==> src/rtl/mem_stage_pkg.sv <==
// Shared types and helpers for the MEM pipeline stage.
package mem_stage_pkg;

  typedef enum logic [1:0] {
    MemByte = 2'b00,
    MemHalf = 2'b01,
    MemWord = 2'b10,
    MemIll  = 2'b11
  } mem_size_t;

  typedef enum logic [1:0] {
    StIdle = 2'b00,
    StReq  = 2'b01,
    StWait = 2'b10
  } state_t;

  localparam logic [1:0] EXC_NONE     = 2'b00;
  localparam logic [1:0] EXC_MISALIGN = 2'b01;
  localparam logic [1:0] EXC_TIMEOUT  = 2'b10;
  localparam logic [1:0] EXC_ILLEGAL  = 2'b11;

  // Byte enables for an access of the given size at the given byte offset.
  function automatic logic [3:0] byte_enables(mem_size_t size, logic [1:0] offset);
    case (size)
      MemByte: byte_enables = 4'b0001 << offset;
      MemHalf: byte_enables = 4'b0011 << {offset[1], 1'b0};
      default: byte_enables = 4'b1111;
    endcase
  endfunction

  // Replicate store data across all lanes so the byte enables pick the right one.
  function automatic logic [31:0] lane_replicate(mem_size_t size, logic [31:0] data);
    case (size)
      MemByte: lane_replicate = {4{data[7:0]}};
      MemHalf: lane_replicate = {2{data[15:0]}};
      default: lane_replicate = data;
    endcase
  endfunction

endpackage

==> src/rtl/load_align.sv <==
// Extracts the addressed byte/half lane from a read word and sign/zero extends it.
module load_align
  import mem_stage_pkg::*;
(
  input  logic [31:0] rdata,
  input  logic [1:0]  addr,
  input  mem_size_t   size,
  input  logic        is_unsigned,
  output logic [31:0] value
);

  logic [7:0]  byte_lane;
  logic [15:0] half_lane;

  assign byte_lane = rdata[{addr, 3'b000} +: 8];
  assign half_lane = addr[1] ? rdata[31:16] : rdata[15:0];

  // Select lane by access size and extend.
  always_comb begin
    value = rdata;
    case (size)
      MemByte: value = {{24{~is_unsigned & byte_lane[7]}}, byte_lane};
      MemHalf: value = {{16{~is_unsigned & half_lane[15]}}, half_lane};
      default: value = rdata;
    endcase
  end

endmodule

==> src/rtl/mem_access_stage.sv <==
// MIPS MEM stage: runs req/gnt/rvalid transactions on the data-memory port and
// hands one registered result per operation to write-back.
module mem_access_stage
  import mem_stage_pkg::*;
#(
  parameter int unsigned TIMEOUT_CYC = 255
) (
  input  logic        clk,
  input  logic        rst,
  input  logic        ex_valid,
  output logic        ex_ready,
  input  logic        mem_read,
  input  logic        mem_write,
  input  logic [1:0]  mem_size,
  input  logic        mem_unsigned,
  input  logic [31:0] alu_out,
  input  logic [31:0] wdata,
  input  logic [4:0]  rd,
  input  logic        reg_write,
  output logic        wb_valid,
  output logic [31:0] wb_result,
  output logic [4:0]  wb_rd,
  output logic        wb_reg_write,
  output logic        exc,
  output logic [1:0]  exc_cause,
  output logic        dmem_req,
  output logic        dmem_we,
  output logic [3:0]  dmem_be,
  output logic [29:0] dmem_addr,
  output logic [31:0] dmem_wdata,
  input  logic        dmem_gnt,
  input  logic        dmem_rvalid,
  input  logic [31:0] dmem_rdata
);

  localparam int unsigned CntW = $clog2(TIMEOUT_CYC + 1);

  state_t          state_q, state_d;
  logic [CntW-1:0] cnt_q, cnt_d;
  logic            wb_valid_q, wb_valid_d;
  logic [31:0]     wb_result_q, wb_result_d;
  logic [4:0]      wb_rd_q, wb_rd_d;
  logic            wb_reg_write_q, wb_reg_write_d;
  logic            exc_q, exc_d;
  logic [1:0]      exc_cause_q, exc_cause_d;
  logic            req_q, req_d;
  logic            we_q, we_d;
  logic [3:0]      be_q, be_d;
  logic [29:0]     addr_q, addr_d;
  logic [31:0]     wdata_q, wdata_d;
  logic            op_reg_write_q, op_reg_write_d;
  mem_size_t       op_size_q, op_size_d;
  logic            op_unsigned_q, op_unsigned_d;
  logic [1:0]      op_lo_q, op_lo_d;

  mem_size_t   size_in;
  logic        is_mem, illegal, misaligned, expire;
  logic [31:0] load_value;

  assign size_in    = mem_size_t'(mem_size);
  assign is_mem     = mem_read | mem_write;
  assign illegal    = is_mem && ((mem_read && mem_write) || size_in == MemIll);
  assign misaligned = is_mem && ((size_in == MemHalf && alu_out[0]) ||
                                 (size_in == MemWord && alu_out[1:0] != 2'b00));
  // Current cycle is the TIMEOUT_CYC-th cycle spent in REQ/WAIT.
  assign expire     = (cnt_q == CntW'(TIMEOUT_CYC - 1));

  load_align u_load_align (
    .rdata       (dmem_rdata),
    .addr        (op_lo_q),
    .size        (op_size_q),
    .is_unsigned (op_unsigned_q),
    .value       (load_value)
  );

  // Next-state, bus and write-back decisions.
  always_comb begin
    state_d        = state_q;
    cnt_d          = cnt_q;
    wb_valid_d     = 1'b0;
    wb_result_d    = wb_result_q;
    wb_rd_d        = wb_rd_q;
    wb_reg_write_d = wb_reg_write_q;
    exc_d          = 1'b0;
    exc_cause_d    = EXC_NONE;
    req_d          = req_q;
    we_d           = we_q;
    be_d           = be_q;
    addr_d         = addr_q;
    wdata_d        = wdata_q;
    op_reg_write_d = op_reg_write_q;
    op_size_d      = op_size_q;
    op_unsigned_d  = op_unsigned_q;
    op_lo_d        = op_lo_q;

    unique case (state_q)
      StIdle: begin
        if (ex_valid) begin
          wb_rd_d     = rd;
          wb_result_d = alu_out;
          if (illegal) begin
            wb_valid_d     = 1'b1;
            exc_d          = 1'b1;
            exc_cause_d    = EXC_ILLEGAL;
            wb_reg_write_d = 1'b0;
          end else if (misaligned) begin
            wb_valid_d     = 1'b1;
            exc_d          = 1'b1;
            exc_cause_d    = EXC_MISALIGN;
            wb_reg_write_d = 1'b0;
          end else if (!is_mem) begin
            wb_valid_d     = 1'b1;
            wb_reg_write_d = reg_write;
          end else begin
            state_d        = StReq;
            cnt_d          = '0;
            req_d          = 1'b1;
            we_d           = mem_write;
            be_d           = byte_enables(size_in, alu_out[1:0]);
            addr_d         = alu_out[31:2];
            wdata_d        = lane_replicate(size_in, wdata);
            op_reg_write_d = reg_write;
            op_size_d      = size_in;
            op_unsigned_d  = mem_unsigned;
            op_lo_d        = alu_out[1:0];
          end
        end
      end
      StReq: begin
        cnt_d = cnt_q + 1'b1;
        // A grant in the expiry cycle still completes normally.
        if (dmem_gnt) begin
          req_d = 1'b0;
          if (we_q) begin
            state_d        = StIdle;
            wb_valid_d     = 1'b1;
            wb_reg_write_d = 1'b0;
          end else begin
            state_d = StWait;
          end
        end else if (expire) begin
          req_d          = 1'b0;
          state_d        = StIdle;
          wb_valid_d     = 1'b1;
          exc_d          = 1'b1;
          exc_cause_d    = EXC_TIMEOUT;
          wb_reg_write_d = 1'b0;
        end
      end
      StWait: begin
        cnt_d = cnt_q + 1'b1;
        if (dmem_rvalid) begin
          state_d        = StIdle;
          wb_valid_d     = 1'b1;
          wb_result_d    = load_value;
          wb_reg_write_d = op_reg_write_q;
        end else if (expire) begin
          state_d        = StIdle;
          wb_valid_d     = 1'b1;
          exc_d          = 1'b1;
          exc_cause_d    = EXC_TIMEOUT;
          wb_reg_write_d = 1'b0;
        end
      end
      default: state_d = StIdle;
    endcase
  end

  // State and output registers with synchronous reset.
  always_ff @(posedge clk) begin
    if (rst) begin
      state_q        <= StIdle;
      cnt_q          <= '0;
      wb_valid_q     <= 1'b0;
      wb_result_q    <= '0;
      wb_rd_q        <= '0;
      wb_reg_write_q <= 1'b0;
      exc_q          <= 1'b0;
      exc_cause_q    <= EXC_NONE;
      req_q          <= 1'b0;
      we_q           <= 1'b0;
      be_q           <= '0;
      addr_q         <= '0;
      wdata_q        <= '0;
      op_reg_write_q <= 1'b0;
      op_size_q      <= MemByte;
      op_unsigned_q  <= 1'b0;
      op_lo_q        <= '0;
    end else begin
      state_q        <= state_d;
      cnt_q          <= cnt_d;
      wb_valid_q     <= wb_valid_d;
      wb_result_q    <= wb_result_d;
      wb_rd_q        <= wb_rd_d;
      wb_reg_write_q <= wb_reg_write_d;
      exc_q          <= exc_d;
      exc_cause_q    <= exc_cause_d;
      req_q          <= req_d;
      we_q           <= we_d;
      be_q           <= be_d;
      addr_q         <= addr_d;
      wdata_q        <= wdata_d;
      op_reg_write_q <= op_reg_write_d;
      op_size_q      <= op_size_d;
      op_unsigned_q  <= op_unsigned_d;
      op_lo_q        <= op_lo_d;
    end
  end

  assign ex_ready     = (state_q == StIdle);
  assign wb_valid     = wb_valid_q;
  assign wb_result    = wb_result_q;
  assign wb_rd        = wb_rd_q;
  assign wb_reg_write = wb_reg_write_q;
  assign exc          = exc_q;
  assign exc_cause    = exc_cause_q;
  assign dmem_req     = req_q;
  assign dmem_we      = we_q;
  assign dmem_be      = be_q;
  assign dmem_addr    = addr_q;
  assign dmem_wdata   = wdata_q;

endmodule
==> config.mk <==
export PLATFORM = sky130hd
export DESIGN_NAME = mem_access_stage
export DESIGN_NICKNAME = d
export VERILOG_FILES = /design/src/rtl/mem_stage_pkg.sv /design/src/rtl/load_align.sv /design/src/rtl/mem_access_stage.sv
export SDC_FILE = /design/constraint.sdc
export NUM_CORES = 1
export LEC_CHECK = 0
export BUFFER_PORTS_ARGS = -buffer_cell sky130_fd_sc_hd__buf_2
export CAP_MARGIN = 20
export CORE_MARGIN = 10
export CORE_UTILIZATION = 50
export CTS_CLUSTER_SIZE = 25
export DETAILED_ROUTE_END_ITERATION = 6
export HOLD_SLACK_MARGIN = 0.15
export PLACE_DENSITY = 0.89
export SETUP_SLACK_MARGIN = 0.5
export SLEW_MARGIN = 30
export SYNTH_ARGS = -nofsm -noshare
export SYNTH_HDL_FRONTEND = slang
export SYNTH_SLANG_ARGS = --single-unit
==> constraint.sdc <==
create_clock -name clk -period 2.5 [get_ports clk]
set_input_delay 0.125 -clock clk [delete_from_list [all_inputs] [get_ports clk]]
set_output_delay 0.125 -clock clk [all_outputs]
set_load 0.005 [all_outputs]
==> results.cfg, run 1 <==
[timing]
slew_headroom_pct = 46.3
worstMarginPinSlew_ns = 0.804
period_minus_slack_ns = 1.94
timing.final.crit_share_pct = 77.5
final_max_slew_viol_count = 0
finalClockSkew_ns = 0.00728
fin_tns_setup_ns = 0
timing_hold_violations_final = 0
rsz0062_at_grt = false
hold-worst-slack_ns = 0.180
setup_viol = 0
maxClockFrequency_mhz = 516

[logic_synthesis]
synth_seq_cells = 126
avgSynthCellArea_um2 = 8.57
synth_top_flop_cell = sky130_fd_sc_hd__dfxtp_1
netlist_top_cells_area = sky130_fd_sc_hd__dfxtp_1 (41%), sky130_fd_sc_hd__nand2_1 (9.6%), sky130_fd_sc_hd__a21oi_1 (4.7%)
synth_fp_nets = 843
post_synth_edffs = 0
synth-warning-count = 0
synth.yosys.seq_area_share_pct = 40.6
yosysTopAreaCell = sky130_fd_sc_hd__dfxtp_1
netlist.area_leader.share_pct = 40.6
syn_area_um2 = 6220
postSynth.asyncResetShare_pct = 0
post_synth_inst_count = 725
yosys.cell_types.count = 68

[power]
power.share.clock_pct = 45.3
power_switching_share_pct = 25.6
power_frac_seq_pct = 37.8
power.ir.vdd_worst_mv = 0.418
logic_pwr_share_pct = 16.8
total_power_mw = 5.77
power_leakage_nw = 3.82
power.internal_mw = 4.30
netSwitchingPower_mw = 1.48
cellPowerDensity_nw_per_um2 = 637

[global_route]
grt_use_met3_pct = 8.84
grtUsageMet1_pct = 31.0
grt_overflow = 0
met2_usage_pct = 45.4
global_route.usage.total_pct = 27.2
grt_start_max_net_pins = 51
number_of_global_route_vias_before_repair = 7038
grt_pass1_wl_mm = 38.9
grt-busiest-layer = met2
grt_antenna_before_repair = 3

[place]
place.detailed.instances = 1074
dp.final_hpwl_mm = 15.7
gpl.final_weighted_congestion = 0.918
portBuffers = 222

[clock_tree]
clock_tree_from_tritoncts = done
cts-root-buf = sky130_fd_sc_hd__clkbuf_16
cts_h_tree_depth = 4
clockBufferDepth = 2
clk_transition_reported_paths_ns = 0.05
clk_latency_ns = 0.42
cts_made_buffers = 17
num_clock_sinks = 126

[route]
ant_nets = 0
postRouteWirelength_mm = 25.7
drt_iter0_markers = 1038
wire_per_inst_um = 21.4
viasPerCell = 6.03
num_vias = 7258
drt_drc_violations_left = 0
drtPass1Iterations = 6

[worst_setup_path]
worst-r2r-setup-slack_ns = 0.56
timing.reg2reg.worst_path_depth = 7
critPathLaunchType = flop
worst_setup_path_type = flop to flop
critPathCaptureType = flop
timing.critical_path.arrival_ns = 2.25
required_ns = 2.81
startpoint_of_the_worst_slack_reg_to_reg_timing_path = state_q[1]$_SDFFE_PP0P_
worstReg2RegEnd = wb_result[14]$_SDFFE_PP0P_
timing.critical_path.fanout_max = 18

[floorplanning]
rows = 40
initial_utilization_pct = 51.3
die_h_um = 132
die-area_um2 = 17300
placeableCoreArea_um2 = 12100
dieWidth_um = 132
io_pins = 223

[min_path]
hp-class = primary input to flop
min_path_cells = 3
timing.hold.worst.start = dmem_rvalid
worst_hold_path.endpoint = wb_valid$_SDFF_PP0_

[finish]
finish.net_count = 1140
proportion_of_layout_cells_with_a_drive_suffix_above_1_pct = 32.7
fin_cells = 1203
area_growth_pct = 45.8

[status]
status = completed

[flow_run]
cap_viol_max_count = 0
-- critical path: stages, from the launching register on --
cell and delay (ns):
sky130_fd_sc_hd__dfxtp_1 0.33, sky130_fd_sc_hd__inv_1 0.11, sky130_fd_sc_hd__ha_2 0.24, sky130_fd_sc_hd__and2_4 0.24, sky130_fd_sc_hd__o22a_4 0.20, sky130_fd_sc_hd__buf_8 0.18, sky130_fd_sc_hd__o221ai_1 0.18, sky130_fd_sc_hd__a221oi_2 0.33
-- layout by cell type (no fill, tap or decap), drive strengths merged, types with 8 or more instances in the layout --
cell type and instances:
buf 248, nand2 160, dfxtp 126, dlygate4sd3 87, a21oi 66, nor2 60, clkbuf 24, o21ai 22
o221ai 21, a211oi 21, and2 18, mux2i 16, o32ai 14, o211ai 12, a311oi 11, nor3 10
nor2b 9, inv 8, mux2 8, a22oi 8, mux4 8
-- cell usage after synthesis (all sizes together) (3+ instances only) --
| cell type | instances |
|---|---|
| nor4 | 7 |
| mux4 | 8 |
| o32ai | 14 |
| nand2b | 3 |
| a221oi | 7 |
| buf | 29 |
| clkbuf | 30 |
| a31oi | 3 |
| nor3 | 10 |
| ha | 6 |
| o221ai | 21 |
| a211oi | 21 |
| nand3 | 4 |
| o211ai | 11 |
| and2 | 18 |
| a21oi | 66 |
| mux2 | 8 |
| o21ai | 22 |
| inv | 9 |
| a311oi | 11 |
| mux2i | 16 |
| xor2 | 5 |
| o22ai | 4 |
| a22oi | 8 |
| nor2b | 9 |
| dfxtp | 126 |
| nand2 | 160 |
| nor2 | 60 |
-- per-layer routing --
metal | share of wire [%] | up-vias
met4 | 4.7 | 0
li1 | - | 3206
met2 | 48 | 537
met1 | 36 | 3408
met3 | 11 | 107
met5 | 0 | -
-- how the worst max path moves through the flow --
| stage | start | endpoint | slack (ns) | depth (start not counted) |
|---|---|---|---|---|
| 4_1_cts | state_q[1]$_SDFFE_PP0P_ | wb_result[0]$_SDFFE_PP0P_ | 0.50 | 7 |
| 3_3_place_gp | state_q[0]$_SDFFE_PP0P_ | wb_result[11]$_SDFFE_PP0P_ | 0.40 | 6 |
| 6_report | state_q[1]$_SDFFE_PP0P_ | wb_result[14]$_SDFFE_PP0P_ | 0.56 | 7 |
| 3_5_place_dp | state_q[0]$_SDFFE_PP0P_ | wb_result[11]$_SDFFE_PP0P_ | 0.35 | 6 |
| 5_1_grt | state_q[1]$_SDFFE_PP0P_ | wb_result[20]$_SDFFE_PP0P_ | 0.45 | 7 |
| 2_1_floorplan | state_q[1]$_SDFFE_PP0P_ | wb_result[10]$_SDFFE_PP0P_ | 0.62 | 8 |
-- cells by family after synthesis --
group                      after synthesis  synth area share [%]
AOI/OAI and AO/OA                      205                  24.4
muxes                                   32                  7.05
DFF                                    126                  40.6
adders and majority gates                7                  1.37
buffers and inverters                   70                  6.02
and+or+nand+nor                        278                  19.5
xor gates and xnor gates                 7                  1.11
-- registers in the layout (all words and copies together), names as in the netlist --
name / cells
dmem_wdata: 32
wb_result: 32
dmem_addr: 30
cnt_q: 8
wb_rd: 5
dmem_be: 4
exc_cause: 2
op_lo_q: 2
op_size_q: 2
state_q: 2
dmem_req: 1
dmem_we: 1
exc: 1
op_reg_write_q: 1
op_unsigned_q: 1
wb_reg_write: 1
wb_valid: 1
-- layout make-up --
| cell class | instances | area (um2) |
|---|---|---|
| multi-input cells | 530 | 3420 |
| fillers | 784 | 3050 |
| flip-flops and latches | 126 | 2520 |
| repair buffers | 336 | 2250 |
| clock buffers | 23 | 478 |
| well taps | 168 | 210 |
| clock inverters | 7 | 135 |
| inverters | 11 | 45.0 |
| diodes | 2 | 5.00 |
-- what timing repair did --
action / 4_1_cts / 5_1_grt
setup buffers: 2 / 6
gates cloned: 0 / 2
pin swaps: 0 / 4
hold buffers: 87 / 0
setup endpoints to repair: 52 / 81
gates resized for setup: 10 / 17
hold endpoints to repair: 103 / 0
-- power by group through the flow --
stage | Sequential, mW | Clock [mW] | Combinational [mW]
after floorplan | 2.22 | 0 | 0.429
after global placement | 2.22 | 0 | 0.759
after detailed placement | 2.22 | 0 | 0.775
after CTS | 2.18 | 2.63 | 0.893
after global routing | 2.20 | 2.71 | 1.04
final | 2.19 | 2.62 | 0.972
-- stage by stage --
| step | area (um2) | setup WS [ns] | util [%] |
|---|---|---|---|
| 5_1_grt | 9060 | 0.446 | 74.8 |
| 4_1_cts | 8900 | 0.496 | 73.5 |
| 3_5_place_dp | 7370 | 0.349 | 60.8 |
| 2_1_floorplan | 6220 | 0.621 | - |
| 6_report | 9060 | 0.562 | 74.8 |
| 3_3_place_gp | 7370 | 0.404 | 60.8 |
Note: power is estimated with default switching activity, not from simulation.
==> run 2: changes to the inputs <==
- clock period: 2.5 -> 1.8 ns (I/O delays scaled with it)
==> results.cfg, run 2 (synthesis gave the netlist of run 1 again) <==
[global_route]
grt_overflow = 0
number_of_global_route_vias_before_repair = 8175
global_route.usage.total_pct = 33.1
grt_start_max_net_pins = 44
grt_antenna_before_repair = 5
grt_pass1_wl_mm = 47.0

[finish]
mostFrequentLayoutCells = sky130_fd_sc_hd__buf_2 (221), sky130_fd_sc_hd__nand2_1 (148), sky130_fd_sc_hd__dfxtp_1 (119)
proportion_of_layout_cells_with_a_drive_suffix_above_1_pct = 44.4
layout.cells.most_common = sky130_fd_sc_hd__buf_2
area_growth_pct = 66.8
finish.net_count = 1207
finalCoreUtilization_pct = 85.6
fin_cells = 1271

[route]
viasPerCell = 6.64
drt_drc_violations_left = 9
drt_iter0_markers = 1483
num_vias = 8439
ant_nets = 0
drtPass1Iterations = 7
wire_per_inst_um = 26.8
postRouteWirelength_mm = 34.0

[place]
dp.final_hpwl_mm = 16.5
portBuffers = 222
gpl.final_weighted_congestion = 0.971
place.detailed.instances = 1096

[timing]
finalClockSkew_ns = 0.0102
setup_slack_ns = -0.116
setup_viol = 15
timing_hold_violations_final = 0
worstMarginPinSlew_ns = 0.589
hold-worst-slack_ns = 0.161
timing.final.crit_share_pct = 106
fin_tns_setup_ns = -0.868
maxClockFrequency_mhz = 522
period_minus_slack_ns = 1.92
final_max_slew_viol_count = 0
slew_headroom_pct = 60.8
rsz0062_at_grt = true

[worst_setup_path]
worst_path_max_delay_cell = sky130_fd_sc_hd__dfxtp_4
critPathLaunchType = flop
required_ns = 2.12
worst-r2r-setup-slack_ns = -0.12
timing.critical_path.arrival_ns = 2.24
critPathCaptureType = flop
cpPeakStageDelay_ns = 0.37
worst_setup_path_type = flop to flop
timing.critical_path.fanout_max = 7
worst_path_cell_chain = inv_4 -> ha_4 -> and2_4 -> buf_6 -> o22ai_4 -> a211oi_4 -> buf_4 -> a221oi_1

[power]
power_switching_share_pct = 29.5
power.share.clock_pct = 40.4
power.ir.vdd_worst_mv = 0.816
power.internal_mw = 5.79
power_frac_seq_pct = 37.2
netSwitchingPower_mw = 2.43
power_leakage_nw = 4.35
logic_pwr_share_pct = 22.5
cellPowerDensity_nw_per_um2 = 792
total_power_mw = 8.22

[flow_run]
cap_viol_max_count = 0

[floorplanning]
placeableCoreArea_um2 = 12100
initial_utilization_pct = 51.3
io_pins = 223
die-area_um2 = 17300
die_h_um = 132
dieWidth_um = 132
rows = 40

[clock_tree]
clk_transition_reported_paths_ns = 0.06
clock_tree_from_tritoncts = done
cts-root-buf = sky130_fd_sc_hd__clkbuf_16
clk_latency_ns = 0.44
num_clock_sinks = 126
clockBufferDepth = 2
cts_h_tree_depth = 4
cts_made_buffers = 17

[min_path]
hp-class = primary input to flop

[status]
failed_checks = design-rule violations, negative setup slack
status = complete, but fails checks
==> run 2: area by class of cell <==
class	count	area [um2]
multi-input combinational	533	3950
timing repair buffer	400	3080
sequential	126	2540
fill	584	1740
clock buffer	20	437
tap	168	210
clock inverter	9	97.6
inverter	11	48.8
antenna	4	10.0
==> run 2: worst paths after layout <==
path	startpoint	endpoint	cells past startpoint
max	state_q[1]$_SDFFE_PP0P_	wb_result[10]$_SDFFE_PP0P_	8
min	dmem_rdata[5]	wb_result[5]$_SDFFE_PP0P_	3
max reg2reg	state_q[1]$_SDFFE_PP0P_	wb_result[10]$_SDFFE_PP0P_	8
min reg2reg	dmem_addr[19]$_SDFFE_PP0P_	dmem_addr[19]$_SDFFE_PP0P_	2
==> run 2: repair_timing <==
item	CTS	global route
endpoints found under the setup margin	124	126
resized for setup	91	76
hold buffers	89	0
buffers inserted	21	19
cloned	10	3
hold endpoints to repair	110	0
pin swaps	38	32
==> run 2: worst max-delay path, delay by kind of cell, from the launching register on <==
family | cells | cell delay [ns]
AO/OA/AOI/OAI | 3 | 0.69
buffers and inverters | 3 | 0.38
flip-flops | 1 | 0.37
AND/OR/NAND/NOR | 1 | 0.19
adder cells (fa/ha/maj) | 1 | 0.17
==> run 2: layer usage <==
metal	share of wire (%)	vias up	routed length, um	GRT usage [%]
li1	-	3363	-	-
met1	31	3826	10700	36.2
met2	45	949	15400	54.3
met3	14	299	4920	11.5
met4	8.9	2	3020	20.3
met5	0.021	-	7	0
==> run 2: stage by stage <==
step	instance area (um2)	setup WS (ns)
global route	10400	-0.251
global placement	7650	0.0598
floorplan	6400	0.145
detailed placement	7650	-0.0788
finish	10400	-0.116
CTS	9830	0.143
==> run 2: power by group through the flow <==
stage	Clock, mW	Combinational (mW)	Sequential (mW)
finish	3.32	1.85	3.05
global route	3.41	1.91	3.06
CTS	3.22	1.53	3.03
detailed placement	0	1.15	3.08
global placement	0	1.12	3.08
floorplan	0	0.641	3.09
==> run 3: changes to the inputs <==
- CORE_UTILIZATION: 50 -> 45
- PLACE_DENSITY: 0.89 -> 0.82
==> results.cfg, run 3 (synthesis gave the netlist of run 1 again) <==
[min_path]
worst_hold_path.endpoint = cnt_q[1]$_SDFFE_PP0P_
min_path_cells = 2
hp-class = primary input to flop
timing.hold.worst.start = rst

[clock_tree]
clk_transition_reported_paths_ns = 0.06
clk_latency_ns = 0.43
cts-root-buf = sky130_fd_sc_hd__clkbuf_16
holdBufCountCts = 95
clockBufferDepth = 2
cts_h_tree_depth = 4
cts_made_buffers = 17
clock_tree_from_tritoncts = done
num_clock_sinks = 126

[timing]
maxClockFrequency_mhz = 568
timing_hold_violations_final = 0
setup_viol = 0
period_minus_slack_ns = 1.76
final_max_slew_viol_count = 0
worstMarginPinSlew_ns = 0.643
rsz0062_at_grt = true
setup_slack_ns = 0.0390
slew_headroom_pct = 56.9
timing.final.crit_share_pct = 97.8
hold-worst-slack_ns = 0.0326
finalClockSkew_ns = 0.00996
fin_tns_setup_ns = 0

[worst_setup_path]
cpPeakStageDelay_ns = 0.51
startpoint_of_the_worst_slack_reg_to_reg_timing_path = op_lo_q[0]$_SDFFE_PP0P_
critPathCaptureType = flop
worstReg2RegEnd = wb_result[3]$_SDFFE_PP0P_
worst_path_dominant_cell_family = multiplexers
required_ns = 2.09
cp.buffers_inverters = 1
worst_setup_path_type = flop to flop
worst-r2r-setup-slack_ns = 0.04
timing.critical_path.arrival_ns = 2.05
timing.critical_path.fanout_max = 2
worst_path_cell_chain = nor2b_4 -> buf_6 -> mux4_2 -> nor2b_4 -> a211oi_2 -> nor4_2
worstSetupPathDepth = 6
critPathLaunchType = flop
worst_path_max_delay_cell = sky130_fd_sc_hd__mux4_2
timing.reg2reg.worst_path_depth = 6
timing.critical_path.mode_cell = sky130_fd_sc_hd__nor2b_4

[route]
wire_per_inst_um = 24.7
drt_iter0_markers = 1166
num_vias = 8128
ant_nets = 0
viasPerCell = 6.28
postRouteWirelength_mm = 32.0
drt_drc_violations_left = 0
drtPass1Iterations = 7

[global_route]
number_of_global_route_vias_before_repair = 7780
grt_antenna_before_repair = 1
grt_start_max_net_pins = 96
grt_pass1_wl_mm = 43.3
grt_overflow = 0
global_route.usage.total_pct = 29.2

[finish]
proportion_of_layout_cells_with_a_drive_suffix_above_1_pct = 46.1
layout.cells.most_common = sky130_fd_sc_hd__buf_2
fillerInstances = 726
area_growth_pct = 72.3
fin_cells = 1295
finish.net_count = 1223
finalCoreUtilization_pct = 79.9
mostFrequentLayoutCells = sky130_fd_sc_hd__buf_2 (221), sky130_fd_sc_hd__nand2_1 (119), sky130_fd_sc_hd__dfxtp_1 (119)

[floorplanning]
die-area_um2 = 18900
io_pins = 223
initial_utilization_pct = 46.4
dieWidth_um = 138
placeableCoreArea_um2 = 13400
die_h_um = 138
rows = 42

[power]
power_switching_share_pct = 28.0
logic_pwr_share_pct = 22.0
power_leakage_nw = 4.50
netSwitchingPower_mw = 2.37
cellPowerDensity_nw_per_um2 = 791
power.ir.vdd_worst_mv = 0.772
power.internal_mw = 6.09
power_frac_seq_pct = 36.1
power.share.clock_pct = 41.9

[place]
place.detailed.instances = 1107
place_ws_ns = -0.0288
portBuffers = 222
gpl.final_weighted_congestion = 0.894
dp.final_hpwl_mm = 16.7

[status]
status = completed

[flow_run]
cap_viol_max_count = 0
-- run 3: cell type report --
type	instances	area [um2]	area share [%]
Antenna cell	2	5.00	0.0467
Clock inverter	6	80.1	0.748
Inverter	11	50.0	0.467
Sequential cell	126	2540	23.7
Clock buffer	25	515	4.81
Multi-Input combinational cell	534	4040	37.7
Tap cell	176	220	2.06
Timing Repair Buffer	415	3260	30.5
-- run 3: worst max path at each step --
stage          slack [ns]                    start                   endpoint
2_1_floorplan        0.15  state_q[1]$_SDFFE_PP0P_      cnt_q[2]$_SDFFE_PP0P_
3_3_place_gp         0.06  op_lo_q[0]$_SDFFE_PP0P_  wb_result[1]$_SDFFE_PP0P_
3_5_place_dp        -0.03  op_lo_q[0]$_SDFFE_PP0P_  wb_result[0]$_SDFFE_PP0P_
4_1_cts              0.14  op_lo_q[0]$_SDFFE_PP0P_  wb_result[3]$_SDFFE_PP0P_
5_1_grt            -0.007  state_q[0]$_SDFFE_PP0P_  wb_result[9]$_SDFFE_PP0P_
6_report             0.04  op_lo_q[0]$_SDFFE_PP0P_  wb_result[3]$_SDFFE_PP0P_
-- run 3: power by group through the flow --
stage	clock network, mW	registers (mW)	logic [mW]
after CTS	3.51	3.03	1.53
after detailed placement	0	3.08	1.16
after floorplan	0	3.09	0.641
after global placement	0	3.08	1.14
final	3.55	3.05	1.87
after global routing	3.64	3.07	1.95
-- run 3: per-layer routing --
metal	up-vias	part of all wire, %	global-route usage [%]
met1	3786	33	32.4
met3	196	13	9.80
met4	0	6.0	16.2
met2	751	48	48.4
li1	3395	-	-
met5	-	0	0
-- run 3: timing repair --
item	in CTS	in global routing
setup buffers	15	25
pin swaps	55	51
endpoints found under the hold margin	115	18
endpoints found under the setup margin	122	127
resized for setup	103	80
cloned	10	10
-- run 3: per-stage QoR --
stage	total power, mW	instance area (um2)
5_1_grt	8.65	10700
6_report	8.47	10700
3_3_place_gp	4.22	7690
2_1_floorplan	3.73	6400
4_1_cts	8.07	9960
3_5_place_dp	4.25	7690
